==> src/rtl/rv_mc_controller.sv <==
// rv_mc_controller: multi-cycle RV32I control FSM with handshaked memory port, timeout and illegal-instruction trap
module rv_mc_controller #(
  parameter int MEM_TIMEOUT   = 16,
  parameter bit ILLEGAL_TRAP  = 1'b1,
  parameter bit SUPPORT_FENCE = 1'b1
) (
  input  logic        clk,
  input  logic        rst_n,
  input  logic [31:0] inst,
  input  logic        mem_ack,
  output logic        mem_req,
  output logic        mem_we,
  output logic        mem_addr_sel,
  output logic        Mem_Read,
  output logic [2:0]  Mem_OP,
  output logic        ir_write,
  output logic        pc_write,
  output logic [2:0]  Branch,
  output logic [3:0]  ALU_OP,
  output logic [2:0]  ALU_SRC,
  output logic [2:0]  IMM_OP,
  output logic        Reg_Write,
  output logic        Mem_to_Reg,
  output logic        illegal,
  output logic        bus_err
);
  typedef enum logic [2:0] {IDLE, FETCH, DECODE, EXEC, MEM, WB, TRAP} state_t;
  localparam int CW = $clog2(MEM_TIMEOUT + 1);
  localparam logic [CW-1:0] LIM = CW'(MEM_TIMEOUT - 1);
  localparam logic [6:0] OP_R = 7'b0110011, OP_I = 7'b0010011, OP_LUI = 7'b0110111,
    OP_AUIPC = 7'b0010111, OP_JAL = 7'b1101111, OP_JALR = 7'b1100111, OP_BR = 7'b1100011,
    OP_LD = 7'b0000011, OP_ST = 7'b0100011, OP_FENCE = 7'b0001111;
  state_t state;
  logic [CW-1:0] cnt;
  logic [6:0] op, f7;
  logic [2:0] f3;
  logic legal, is_ld, is_st, is_br, is_fence, held;
  logic [3:0] d_alu;
  logic [2:0] d_src, d_imm, d_br;
  logic unused_fields;
  assign op = inst[6:0];
  assign f3 = inst[14:12];
  assign f7 = inst[31:25];
  assign unused_fields = ^{inst[24:15], inst[11:7]};
  // Decoded fields are forced to zero for illegal words so a NOP-retired instruction drives nothing.
  always_comb begin
    legal = 1'b1;
    d_alu = 4'b0000;
    d_src = 3'b000;
    d_imm = 3'b000;
    d_br  = 3'b000;
    case (op)
      OP_R: begin
        legal = f7 == 7'h00 || (f7 == 7'h20 && (f3 == 3'b000 || f3 == 3'b101));
        d_alu = {f7[5], f3};
      end
      OP_I: begin
        legal = f3 == 3'b001 ? f7 == 7'h00 : f3 == 3'b101 ? (f7 == 7'h00 || f7 == 7'h20) : 1'b1;
        d_alu = {f3 == 3'b101 && f7[5], f3};
        d_src = 3'b010;
        d_imm = 3'b001;
      end
      OP_LUI: begin
        d_alu = 4'b0011;
        d_src = 3'b010;
        d_imm = 3'b010;
      end
      OP_AUIPC: begin
        d_src = 3'b011;
        d_imm = 3'b010;
      end
      OP_JAL: begin
        d_src = 3'b101;
        d_imm = 3'b101;
        d_br  = 3'b001;
      end
      OP_JALR: begin
        legal = f3 == 3'b000;
        d_src = 3'b101;
        d_imm = 3'b001;
        d_br  = 3'b010;
      end
      OP_BR: begin
        legal = f3[2:1] != 2'b01;
        d_alu = f3[2:1] == 2'b11 ? 4'b1010 : 4'b1000;
        d_imm = 3'b100;
        d_br  = {1'b1, f3[2], f3[0]};
      end
      OP_LD: begin
        legal = f3 != 3'b011 && f3[2:1] != 2'b11;
        d_src = 3'b010;
        d_imm = 3'b001;
      end
      OP_ST: begin
        legal = f3 < 3'b011;
        d_src = 3'b010;
        d_imm = 3'b011;
      end
      OP_FENCE: legal = SUPPORT_FENCE;
      default: legal = 1'b0;
    endcase
    if (!legal) begin
      d_alu = 4'b0000;
      d_src = 3'b000;
      d_imm = 3'b000;
      d_br  = 3'b000;
    end
  end
  assign is_ld    = legal && op == OP_LD;
  assign is_st    = legal && op == OP_ST;
  assign is_br    = legal && op == OP_BR;
  assign is_fence = legal && op == OP_FENCE;
  assign held     = state == EXEC || state == MEM || state == WB;
  assign mem_req      = state == FETCH || state == MEM;
  assign mem_addr_sel = state == MEM;
  assign mem_we       = state == MEM && is_st;
  assign Mem_Read     = state == MEM && is_ld;
  assign Mem_OP       = state == MEM ? f3 : 3'b000;
  assign ir_write     = state == FETCH && mem_ack;
  assign pc_write     = (state == EXEC && is_br) || (state == MEM && is_st && mem_ack) || state == WB;
  assign Branch       = held ? d_br : 3'b000;
  assign ALU_OP       = held ? d_alu : 4'b0000;
  assign ALU_SRC      = held ? d_src : 3'b000;
  assign IMM_OP       = (held || state == DECODE) ? d_imm : 3'b000;
  assign Reg_Write    = state == WB && legal && !is_fence;
  assign Mem_to_Reg   = state == WB && is_ld;
  always_ff @(posedge clk) begin
    if (!rst_n) begin
      state   <= IDLE;
      cnt     <= '0;
      illegal <= 1'b0;
      bus_err <= 1'b0;
    end else begin
      cnt <= (mem_req && !mem_ack) ? cnt + 1'b1 : '0;
      case (state)
        IDLE: state <= FETCH;
        FETCH, MEM:
          if (mem_ack) state <= (state == FETCH) ? DECODE : (is_ld ? WB : FETCH);
          else if (cnt == LIM) begin
            state   <= TRAP;
            bus_err <= 1'b1;
          end
        DECODE:
          if (legal) state <= EXEC;
          else if (ILLEGAL_TRAP) begin
            state   <= TRAP;
            illegal <= 1'b1;
          end else state <= WB;
        EXEC: state <= is_br ? FETCH : (is_ld || is_st) ? MEM : WB;
        WB: state <= FETCH;
        default: state <= state;
      endcase
    end
  end
endmodule

==> config.mk <==
export PLATFORM = sky130hd
export DESIGN_NAME = rv_mc_controller
export DESIGN_NICKNAME = d
export VERILOG_FILES = /design/src/rtl/rv_mc_controller.sv
export SDC_FILE = /design/constraint.sdc
export NUM_CORES = 1
export LEC_CHECK = 0
export CAP_MARGIN = 15
export CORE_MARGIN = 2
export CORE_UTILIZATION = 35
export DETAILED_ROUTE_END_ITERATION = 12
export GPL_TIMING_DRIVEN = 0
export PLACE_DENSITY = 0.78
export SYNTH_ARGS = -nofsm -noshare
export SYNTH_HDL_FRONTEND = slang
export SYNTH_SLANG_ARGS = --single-unit
==> constraint.sdc <==
create_clock -name clk -period 5.11 [get_ports clk]
set_clock_uncertainty 0.2 [all_clocks]
set_input_delay 0.7665 -clock clk [delete_from_list [all_inputs] [get_ports clk]]
set_output_delay 0.7665 -clock clk [all_outputs]
set_load 0.02 [all_outputs]
==> impl_results.md <==
- Multi-input gate area: 847 sq um
- Num CTS Buffers: 3
- CTS root buf: clkbuf_4
- Ys flop type: dfxtp_1
- Most used cell, CP: clkdlybuf4s50_1
- Initial Utilization: 0.367
- Yosys cell types: 48
- Antenna Nets Post-Route: 0
- # H-tree levels: 1
- FF/Latch Area: 200 sq um
- Yosys warning count: 0
- Final GP Congestion: 0.821
- Mapped Area: 1120 sq um
- DRC: 0
- Hold_buf cts: 0
- Hold WS: 0.273 ns
- Critical Path AT: between 3 and 4 ns
- Vias: ~1400
- Die width: approximately 61 um
- Max clock buf depth: 2
- Core Util, Final: 0.524
- DR vias/cell: between 5 and 6
- Post-CTS resize count: 0
- Largest cells by area after synthesis: dfxtp_1 (18%), nor2_1 (7.4%), a21oi_1 (4.5%)
- Syn_nets: 190
- Site Rows: 20
- Maxcap violations: 0
- Reg clk slew, reported paths: 0.06 ns
- Largest delay share family, worst path: buffers and inverters
- GRT Overall Usage: 0.174
- Fin crit share: 0.822
- Worst path bufs/invs: 3
- Number of global-route vias before repair: 1151
- Minimum clock period: between 4 and 5 ns
- Port Buffers: 40
- Clock Latency Late Sink: approximately 0.26 ns
- Fillers: roughly 320
- Final setup fails: 0
- Largest net degree at the start of global routing: 11
- CP Launch Point: inst[13]
- Cells after Synth: 153
- Dpl cells: about 240
- CP Cell Sequence: clkdlybuf4s50_1 -> nor3_1 -> o211ai_1 -> a211oi_2 -> a211oi_4 -> buf_6 -> nor4_2 -> clkdlybuf4s50_1
- Share of the synthesized area in the top cell type: 0.179
- Status: complete, no violations
- Reg2reg start: cnt[0]
- P per Cell Area: 183 nW/um^2
- Layout cells sized above 1: 0.112
- Mean Syn Cell Area: roughly 7.3 sq um
- Initial DRC count: 76
- EDFF count, synth: 0
- Fmax: 238 MHz
- Post-Route Setup TNS: 0 ns
- Core Area: 3050 sq um
- Total gr overflow: 0
- Area grow syn2layout: 42.6%
- Leak: ~0.54 nW
- Startpoint types: primary input
- Die ar.: 3670 sq um
- Crit-path max cell delay: 0.64 ns
- First-pass GRT wire length: roughly 4900 um
- Die height: about 61 um
- DRT Wirelength: 3150 um
- RSZ-0062 raised after global routing: no
- Commonest non-fill, non-tap cell in the layout: clkdlybuf4s50_1
- Final Non-Filler Cells: 240
- Peak supply drop: 0.0000610 V
- #FFs+latches synth: 10
- Final Hold Violating Endpoints: 0
- Commonest non-fill, non-tap cells in the layout: clkdlybuf4s50_1 (40), nor2_1 (22), nor3_1 (10), a21oi_1 (10), dfxtp_1 (10)
- Worst Setup Path Type: in -> out
- CTS tree: built
- Setup Fix Bufs, Post-CTS: 0
- DRT Pass-1 Iters: 4
- Final Max Tran Viols: 0
- # IOs: between 60 and 70
- Min-delay worst type: reg -> reg
- Avg WL per Cell: 13.1 um
- HPWL Detailed: 2490 um
- Register area share after synthesis: 0.179
- Ys async rst share: 0
- Crit-path max FO: 10
- Initial antenna violation count: 0
- Hold path start: illegal
- Worst EP required: just over 4 ns
- CP max-delay cell: clkdlybuf4s50_1
- Dominant cell type by area after synthesis: dfxtp_1
- ANT cells: 0
- Worst rel slew slack: 0.420
- CP endpoint kind: output port
- Worst-Margin Slew: 0.870 ns
- Final-stage net count: 235
- Clock sinks: 10
Yosys cell counts (2+ instances only):
library cell and n:
a21o_1 2, a21oi_1 10, a22oi_1 3, a31oi_1 5
and2_1 3, and3_1 4, buf_2 5, buf_6 2
clkbuf_1 2, dfxtp_1 10, ha_1 2, inv_1 5
nand2_1 8, nand2b_1 5, nand3_1 6, nor2_1 22
nor2b_1 2, nor3_1 10, nor4_1 5, o211ai_1 3
o21a_1 3, o21ai_0 6, o22ai_1 2, o31ai_1 2
or3_1 2, xor2_1 2
cell type report:
cell class | instances | area share
plain buffers | 9 | 0.0344
repair buffers | 40 | 0.250
well taps | 44 | 0.0344
clock buffers | 3 | 0.0141
inverters | 5 | 0.0117
flip-flops and latches | 10 | 0.125
multi-input cells | 129 | 0.530
kinds of logic after synthesis:
family,after synthesis,share of synthesized area
simple gates,79,0.420
compound gates,45,0.290
buf+inv,14,0.0658
flops,10,0.179
xor+xnor,3,0.0234
fa+ha+maj,2,0.0223
worst paths after layout:
check	endpoint	slack [ns]	cells after the start
hold reg to reg	illegal	0.27	1
setup / recovery	Branch[2]	0.91	8
hold / removal	illegal	0.27	1
setup reg to reg	state[2]	3.28	8
through the flow:
step / setup WS (ns) / power, mW / instance area, sq um
2_1_floorplan: 1.70 / 0.187 / 1120
3_3_place_gp: 0.918 / 0.240 / 1580
3_5_place_dp: 0.901 / 0.242 / 1580
4_1_cts: 0.882 / 0.295 / 1600
5_1_grt: 0.734 / 0.314 / 1600
6_report: 0.910 / 0.293 / 1600
power breakdown:
part	total, mW	internal, mW	leakage, nW	switching [mW]
combinational	0.147	0.0602	0.444	0.0868
clock	0.0507	0.0270	0.0138	0.0236
sequential	0.0951	0.0856	0.0814	0.00944
routing by layer:
layer / up-vias / global-route usage / part of all wire
met3: 0 / 0.0320 / 0.062
met4: 0 / 0.0280 / 0
met5: - / 0 / 0
met1: 649 / 0.242 / 0.48
li1: 664 / - / -
met2: 45 / 0.284 / 0.46
registers in the layout, indices dropped and copies added, names as in the netlist:
signal	count
illegal	1
bus_err	1
state	3
cnt	5
(Power assumes the default switching activity.)
